===== config.mk =====
export PLATFORM = sky130hd
export DESIGN_NAME = conv_coeff_sched
export DESIGN_NICKNAME = d
export VERILOG_FILES = /design/src/rtl/conv_coeff_sched.sv
export SDC_FILE = /design/constraint.sdc
export NUM_CORES = 2
export LEC_CHECK = 0
export ABC_AREA = 1
export CAP_MARGIN = 10
export CORE_MARGIN = 3
export CORE_UTILIZATION = 55
export CTS_CLUSTER_DIAMETER = 150
export DETAILED_ROUTE_END_ITERATION = 6
export GPL_ROUTABILITY_DRIVEN = 0
export PLACE_DENSITY = 0.77
export SETUP_SLACK_MARGIN = 0.5
export SLEW_MARGIN = 10
export SYNTH_ARGS = -nofsm -noshare
export SYNTH_HDL_FRONTEND = slang
export SYNTH_SLANG_ARGS = --single-unit

===== constraint.sdc =====
create_clock -name clk -period 4.2 [get_ports clk]
set_input_delay 0.42 -clock clk [delete_from_list [all_inputs] [get_ports clk]]
set_output_delay 0.42 -clock clk [all_outputs]
set_load 0.005 [all_outputs]

===== src/rtl/conv_coeff_sched.sv =====
// Coefficient scheduler: streams one of BANKS stored kernels serially while vsync is high, with vs/hs/dv/pix re-timed by 2 cycles.
// Optional CONV_COEFF_CHECKSUM_EN adds coeff_sum_o, a running sum of the emitted taps.
module conv_coeff_sched #(
  parameter int COEFFW = 16,
  parameter int NTAPS  = 25,
  parameter int BANKS  = 4,
  parameter int BANK_W = 2,
  parameter int PIXW   = 24
) (
  input  logic              clk,
  input  logic              rst,
  input  logic              vs_i,
  input  logic              hs_i,
  input  logic              dv_i,
  input  logic [PIXW-1:0]   pix_i,
  output logic              vs_o,
  output logic              hs_o,
  output logic              dv_o,
  output logic [PIXW-1:0]   pix_o,
  output logic [COEFFW-1:0] coeff_o,
  input  logic [BANK_W-1:0] bank_sel_i,
  output logic [BANK_W-1:0] active_bank_o,
  input  logic              wr_valid_i,
  output logic              wr_ready_o,
  input  logic [BANK_W-1:0] wr_bank_i,
  input  logic [4:0]        wr_idx_i,
  input  logic [COEFFW-1:0] wr_data_i,
  output logic              load_done_o,
  output logic              short_err_o,
  output logic              sel_err_o,
  input  logic              err_clr_i
`ifdef CONV_COEFF_CHECKSUM_EN
  ,
  output logic signed [COEFFW+4:0] coeff_sum_o
`endif
);

  typedef enum logic [1:0] {S_IDLE, S_LOAD, S_HOLD} state_t;

  localparam logic [4:0]        LAST_TAP = 5'(NTAPS - 1);
  localparam logic [4:0]        NTAPS_L  = 5'(NTAPS);
  localparam logic [BANK_W:0]   BANKS_L  = (BANK_W + 1)'(BANKS);
  localparam logic [COEFFW-1:0] UNITY    = COEFFW'(256);

  state_t              r_state, w_state_nxt;
  logic                r_vs_d1, r_hs_d1, r_dv_d1;
  logic [PIXW-1:0]     r_pix_d1;
  logic                r_vs_o, r_hs_o, r_dv_o;
  logic [PIXW-1:0]     r_pix_o;
  logic [COEFFW-1:0]   r_coeff;
  logic                r_done, r_short_err, r_sel_err;
  logic [BANK_W-1:0]   r_active;
  logic [4:0]          r_idx;
  logic [COEFFW-1:0]   r_mem [BANKS][NTAPS];

  logic                w_start, w_issue, w_last, w_short;
  logic                w_sel_ok, w_wr_ok, w_wr_en;
  logic [COEFFW-1:0]   w_tap;

  assign w_sel_ok = {1'b0, bank_sel_i} < BANKS_L;
  assign w_wr_ok  = ({1'b0, wr_bank_i} < BANKS_L) && (wr_idx_i < NTAPS_L);
  assign w_tap    = r_mem[r_active][r_idx];

  // Only the bank currently being streamed is locked against host writes.
  assign wr_ready_o = !((r_state == S_LOAD) && (wr_bank_i == r_active));
  assign w_wr_en    = wr_valid_i && wr_ready_o && w_wr_ok;

  always_comb begin
    w_state_nxt = r_state;
    w_start     = 1'b0;
    w_issue     = 1'b0;
    w_last      = 1'b0;
    w_short     = 1'b0;
    unique case (r_state)
      S_IDLE: begin
        if (vs_i && !r_vs_d1) begin
          w_start     = 1'b1;
          w_state_nxt = S_LOAD;
        end
      end
      S_LOAD: begin
        w_issue = 1'b1;
        if (r_idx == LAST_TAP) begin
          w_last      = 1'b1;
          w_state_nxt = S_HOLD;
        end else if (!vs_i) begin
          w_short     = 1'b1;
          w_state_nxt = S_IDLE;
        end
      end
      S_HOLD: begin
        if (!vs_i) w_state_nxt = S_IDLE;
      end
      default: w_state_nxt = S_IDLE;
    endcase
  end

  always_ff @(posedge clk) begin
    if (rst) begin
      r_state     <= S_IDLE;
      r_vs_d1     <= 1'b0;
      r_hs_d1     <= 1'b0;
      r_dv_d1     <= 1'b0;
      r_pix_d1    <= '0;
      r_vs_o      <= 1'b0;
      r_hs_o      <= 1'b0;
      r_dv_o      <= 1'b0;
      r_pix_o     <= '0;
      r_coeff     <= '0;
      r_done      <= 1'b0;
      r_short_err <= 1'b0;
      r_sel_err   <= 1'b0;
      r_active    <= '0;
      r_idx       <= '0;
    end else begin
      r_state     <= w_state_nxt;
      r_vs_d1     <= vs_i;
      r_hs_d1     <= hs_i;
      r_dv_d1     <= dv_i;
      r_pix_d1    <= pix_i;
      r_vs_o      <= r_vs_d1;
      r_hs_o      <= r_hs_d1;
      r_dv_o      <= r_dv_d1;
      r_pix_o     <= r_pix_d1;
      r_coeff     <= w_issue ? w_tap : '0;
      r_done      <= w_last;
      r_short_err <= w_short | (r_short_err & ~err_clr_i);
      r_sel_err   <= (w_start & ~w_sel_ok) | (r_sel_err & ~err_clr_i);
      if (w_start) begin
        r_idx <= '0;
        if (w_sel_ok) r_active <= bank_sel_i;
      end else if (w_issue && !w_last) begin
        r_idx <= r_idx + 5'd1;
      end
    end
  end

  // Banks come out of reset as the identity kernel (1.0 at the centre tap).
  always_ff @(posedge clk) begin
    if (rst) begin
      for (int b = 0; b < BANKS; b++)
        for (int k = 0; k < NTAPS; k++)
          r_mem[b][k] <= (k == NTAPS / 2) ? UNITY : '0;
    end else if (w_wr_en) begin
      r_mem[wr_bank_i][wr_idx_i] <= wr_data_i;
    end
  end

`ifdef CONV_COEFF_CHECKSUM_EN
  logic signed [COEFFW+4:0] r_sum;
  always_ff @(posedge clk) begin
    if (rst)          r_sum <= '0;
    else if (w_start) r_sum <= '0;
    else if (w_issue) r_sum <= r_sum + {{5{w_tap[COEFFW-1]}}, w_tap};
  end
  assign coeff_sum_o = r_sum;
`endif

  assign vs_o          = r_vs_o;
  assign hs_o          = r_hs_o;
  assign dv_o          = r_dv_o;
  assign pix_o         = r_pix_o;
  assign coeff_o       = r_coeff;
  assign load_done_o   = r_done;
  assign active_bank_o = r_active;
  assign short_err_o   = r_short_err;
  assign sel_err_o     = r_sel_err;

endmodule


Yosys cells after proc, flatten, opt, wreduce, memory -nomap -nowiden

Memory sizes are Yosys's and may differ from the RTL's. A register that Yosys moved wholly into a read port is not among the register bits.
Cells that the tools add are included.

Mux-type cells: 27
Shift operators: 0
$mul: 0
Divide/modulo/power cells: 0
Reductions and logical operators: 13
Add/sub/neg operators: 1
Magnitude comparators: 4
Equality and inequality tests: 5
Bitwise logic cells: 7

Operators by type and width:

| cell                  | count |
|---|---|
| $mux W400             | 3 |
| $reduce_or A400 Y1    | 1 |
| $bmux W16 S5          | 1 |
| $demux W16 S5         | 1 |
| $mux W16              | 3 |
| $ge A6 B6 Y1 const B  | 2 |
| $mux W1               | 12 |
| $mux W2               | 6 |
| $not A5 Y6            | 2 |
| $logic_and A1 B1 Y1   | 6 |
| $lt A6 B1 Y1 const B  | 1 |
| $pmux W2 S3           | 1 |
| $add A5 B1 Y5 const B | 1 |
| $eq A5 B5 Y1 const B  | 1 |
| $lt A5 B5 Y1 const B  | 1 |
| $reduce_or A2 Y1      | 2 |
| $logic_not A1 Y1      | 3 |
| $and A1 B1 Y1         | 2 |
| $eq A2 B1 Y1 const B  | 1 |
| $eq A2 B2 Y1          | 1 |
| $eq A2 B2 Y1 const B  | 1 |
| $logic_not A2 Y1      | 1 |
| $ne A2 B2 Y1 const B  | 1 |
| $not A1 Y1            | 2 |
| $or A1 B1 Y1          | 1 |

Bits in registers: 82
Input port bits: 56
Memories kept: 1
Memory bits (writable): 1600
Output and inout bits: 49
Latch bits: 0
Memory bits (read-only): 0

Memories:

| memory | words | bits a word | read ports | clocked after memory_dff | wr ports | line | RTL |
|---|---|---|---|---|---|---|---|
| r_mem  | 4     | 400         | 1          | 1                        | 4        | 54   | `logic [COEFFW-1:0] r_mem [BANKS][NTAPS];` |

Longest topological paths before layout

Depth after elaboration: 10
Gate-level depth with buffers: 17
Gate-level depth less buffers: 13

Worst setup path after synthesis

No wires, ideal clock.

Path kind: input port to flip-flop
Start point: input wr_bank_i[0]
End point: memory r_mem[0][112] (netlist bit) (enable)
Stages: 11
Arrival: 2.018 ns
Slack: 1.810 ns
Setup time: 0.372 ns
Required time: 3.828 ns
Buffers on the path: 2
Cell sequence: buf_4 > inv_2 > a21oi_1 > o211ai_2 > nand2_4 > inv_8 > nand2_4 > nor2_4 > nand2_4 > buf_2 > nand2_1

RTL lines:

| item        | line | RTL |
|---|---|---|
| from (decl) | 25   | `input logic [BANK_W-1:0] wr_bank_i,` |
| to (decl)   | 54   |  |

==> out/metrics.cfg <==
[worst_hold_path]
hold_class=primary input to flip-flop
hp-start=pix_i[2]

[pwr]
p_per_area_mw_per_mm2=448
power.total_mw=38.0
peakVddDrop_mv=0.397
p_leak_nw=35.7

[synth]
ys_seq_elements=1684
synth.distinct_cells=37
yosysWarnings=0
syn-num-nets=8374
ys_seq_area_share_pct=64.2
syn_area_per_cell_um2=9.32
netlist_area_mm2=0.0775
syn_inst=8316

[clock_tree]
clk_latency_ns=0.80
htreeDepth=4
cts_root_buf=clkbuf_16
clock-sinks=1684
cts.path.max_buffers=3
ctsResizeCount=0
cts_tree=yes
numCtsBuffers=166
cts_hold_buf=0
clkTransAtPathRegs_ns=0.06
cts_setup_buffers=0

[grt]
antenna_found_initial=4
grt.total_usage_pct=30.8
grt_max_degree=199
grt_pass1_vias=55400
grt_pass1_wl_mm=337
grt_overflow=0

[timing]
fin_crit_ns=3.21
timing.final.hold_violations=0
worst_pin_slew_ns=1.14
fin_tns_setup_ns=0
finalMaxSlewViolations=0
max_slew_margin_pct=24.1
rsz0062_at_grt=false
setup_viol=0
post-route-period-util_pct=76.5
fmax_mhz=311
clock_skew_ns=0.0256

[cells_and_area]
post-route-util_pct=60.8
fill_cells=11000
instances_no_fill=10100
area_delta_synth_final_pct=9.64
drive_gt1_share_pct=6.68
fin_nets=8168

[floorplan]
pin_count=105
dieWidth_um=381
start_util_pct=55.5
rows=137
core_region_area_mm2=0.140
die_h_um=381
die-area_mm2=0.145

[route]
drc=0
drt.antenna.violating_nets=0
vias_per_cell=5.87
first_pass_iters=7
drt_iter0_markers=9525
route.vias.total=59500
avgRoutedWirePerCell_um=22.6
wl_mm=229

[place]
place_hpwl_mm=140
placed_cells=9818
io_buffer_count=104

[setup_path]
worstPathMaxFanout=85
endpoint_kind=flip-flop
worstPathArrival_ns=3.91
rr_worst_depth=12
timing.rr.end=coeff_o[10]
rrSetupSlack_ns=0.99
setup.worst_path.end=coeff_o[10]
worstSetupPathType=flip-flop to flip-flop
start_kind=flip-flop
cp_data_required_time_ns=4.90

[outcome]
run_status=finished clean

[flow_run]
drv_cap=0

## area by class of cell
class / instances / area (um^2) / area share, %
sequential: 1684 / 49700 / 58.5
multi-input combinational: 5617 / 23300 / 27.4
clock buffer: 207 / 4470 / 5.26
timing repair buffer: 245 / 2490 / 2.94
tap: 1876 / 2350 / 2.76
inverter: 396 / 1560 / 1.84
clock inverter: 102 / 1020 / 1.20
antenna: 7 / 17.5 / 0.0206
## cell families (layout without fill, tap and decap cells)
kind of cell / count (synthesis) / after routing / share of synthesized area, %
AO/OA/AOI/OAI: 392 / 392 / 2.64
XOR/XNOR: 2 / 2 / 0.0226
other: 0 / 7 / 0
flip-flops: 1684 / 1684 / 64.2
adder cells (fa/ha/maj): 2 / 2 / 0.0323
AND/OR/NAND/NOR: 5221 / 5221 / 27.4
buffers and inverters: 1015 / 950 / 5.76
## routing by layer
metal  GRT usage [%]  vias to the layer above  share of wire [%]
met5           0.496                        -             0.0065
met4            15.8                        4                5.9
met3            8.61                      828                 15
met2            46.9                     4557                 44
met1            40.6                    27700                 35
li1                -                    26400                  -
## sequential cells by signal, indices dropped and copies added (netlist names), named ones only
signal and cells:
r_pix_d1 24, pix_o 24, sel_err_o 1, r_state 2, active_bank_o 2, r_vs_d1 1
r_hs_d1 1, vs_o 1, hs_o 1, load_done_o 1, dv_o 1, r_mem 1600
short_err_o 1, r_idx 5, r_dv_d1 1, coeff_o 16
## layout by cell type (no fill, tap or decap), types with 45 or more instances in the layout
cell type / netlist / final
nand2_2: 45 / 45
o21ai_0: 288 / 288
edfxtp_1: 1600 / 1600
nand3_1: 566 / 566
clkbuf_16: 0 / 173
nand2_4: 54 / 54
clkdlybuf4s50_1: 0 / 103
a21oi_1: 63 / 63
inv_1: 369 / 367
buf_4: 66 / 109
dfxtp_1: 84 / 81
nor2_1: 2397 / 2396
nand2_1: 2097 / 2097
## synthesized netlist by cell type
cell type,number,area [um^2]
a211oi_1,1,7.51
a21oi_1,63,315
a31oi_1,1,6.26
a32o_1,1,10.0
and3_1,7,43.8
buf_1,37,139
buf_2,185,926
buf_4,66,495
buf_6,22,248
clkbuf_1,309,1160
clkinv_1,2,7.51
dfxtp_1,84,1680
edfxtp_1,1600,48000
ha_1,2,25.0
inv_1,369,1390
inv_2,23,86.3
inv_4,1,6.26
inv_8,1,11.3
nand2_1,2097,7870
nand2_2,45,282
nand2_4,54,608
nand2_8,3,60.1
nand3_1,566,2830
nor2_1,2397,9000
nor2_2,5,31.3
nor2_4,17,191
nor2_8,9,180
nor3_1,16,80.1
nor3b_1,2,15.0
o211ai_1,19,143
o211ai_2,1,12.5
o21ai_0,288,1440
o21ai_1,2,10.0
o22ai_1,16,100
or2_2,3,18.8
xnor2_1,1,8.76
xor2_1,1,8.76
## report_power, final
part | switching [mW] | leakage, nW | internal [mW]
clock network | 6.39 | 2.68 | 8.72
logic | 2.86 | 16.1 | 0.852
registers | 0.241 | 16.9 | 19.0
total | 9.49 | 35.7 | 28.5
## metrics by stage
stage / instance area [um^2] / hold WS (ns) / worst slack, ns
after floorplan: 77500 / 0.388 / 1.81
after global placement: 79500 / 0.391 / 0.816
after detailed placement: 79500 / 0.397 / 0.754
after CTS: 84900 / 0.0950 / 1.20
after global routing: 84900 / 0.131 / 0.973
final: 85000 / 0.135 / 0.987
## worst min path at each step
stage               cells past startpoint            to
floorplan                               2          dv_o
CTS                                     3   r_pix_d1[2]
finish                                  3   r_pix_d1[2]
detailed placement                      2     pix_o[22]
global route                            3  r_pix_d1[10]
global placement                        2     pix_o[22]
## worst max-delay path, stage by stage, from the launching register on
cell	delay, ns
dfxtp_4	0.65
buf_4	0.75
nand2_1	0.12
nand3_1	0.12
nand2_1	0.10
nand2_1	0.07
nand2_1	0.07
nor2_1	0.45
nand2_1	0.20
nand2_1	0.25
nor2_1	0.07
nor2_1	0.11
nor2_1	0.06
(Power assumes the default switching activity.)
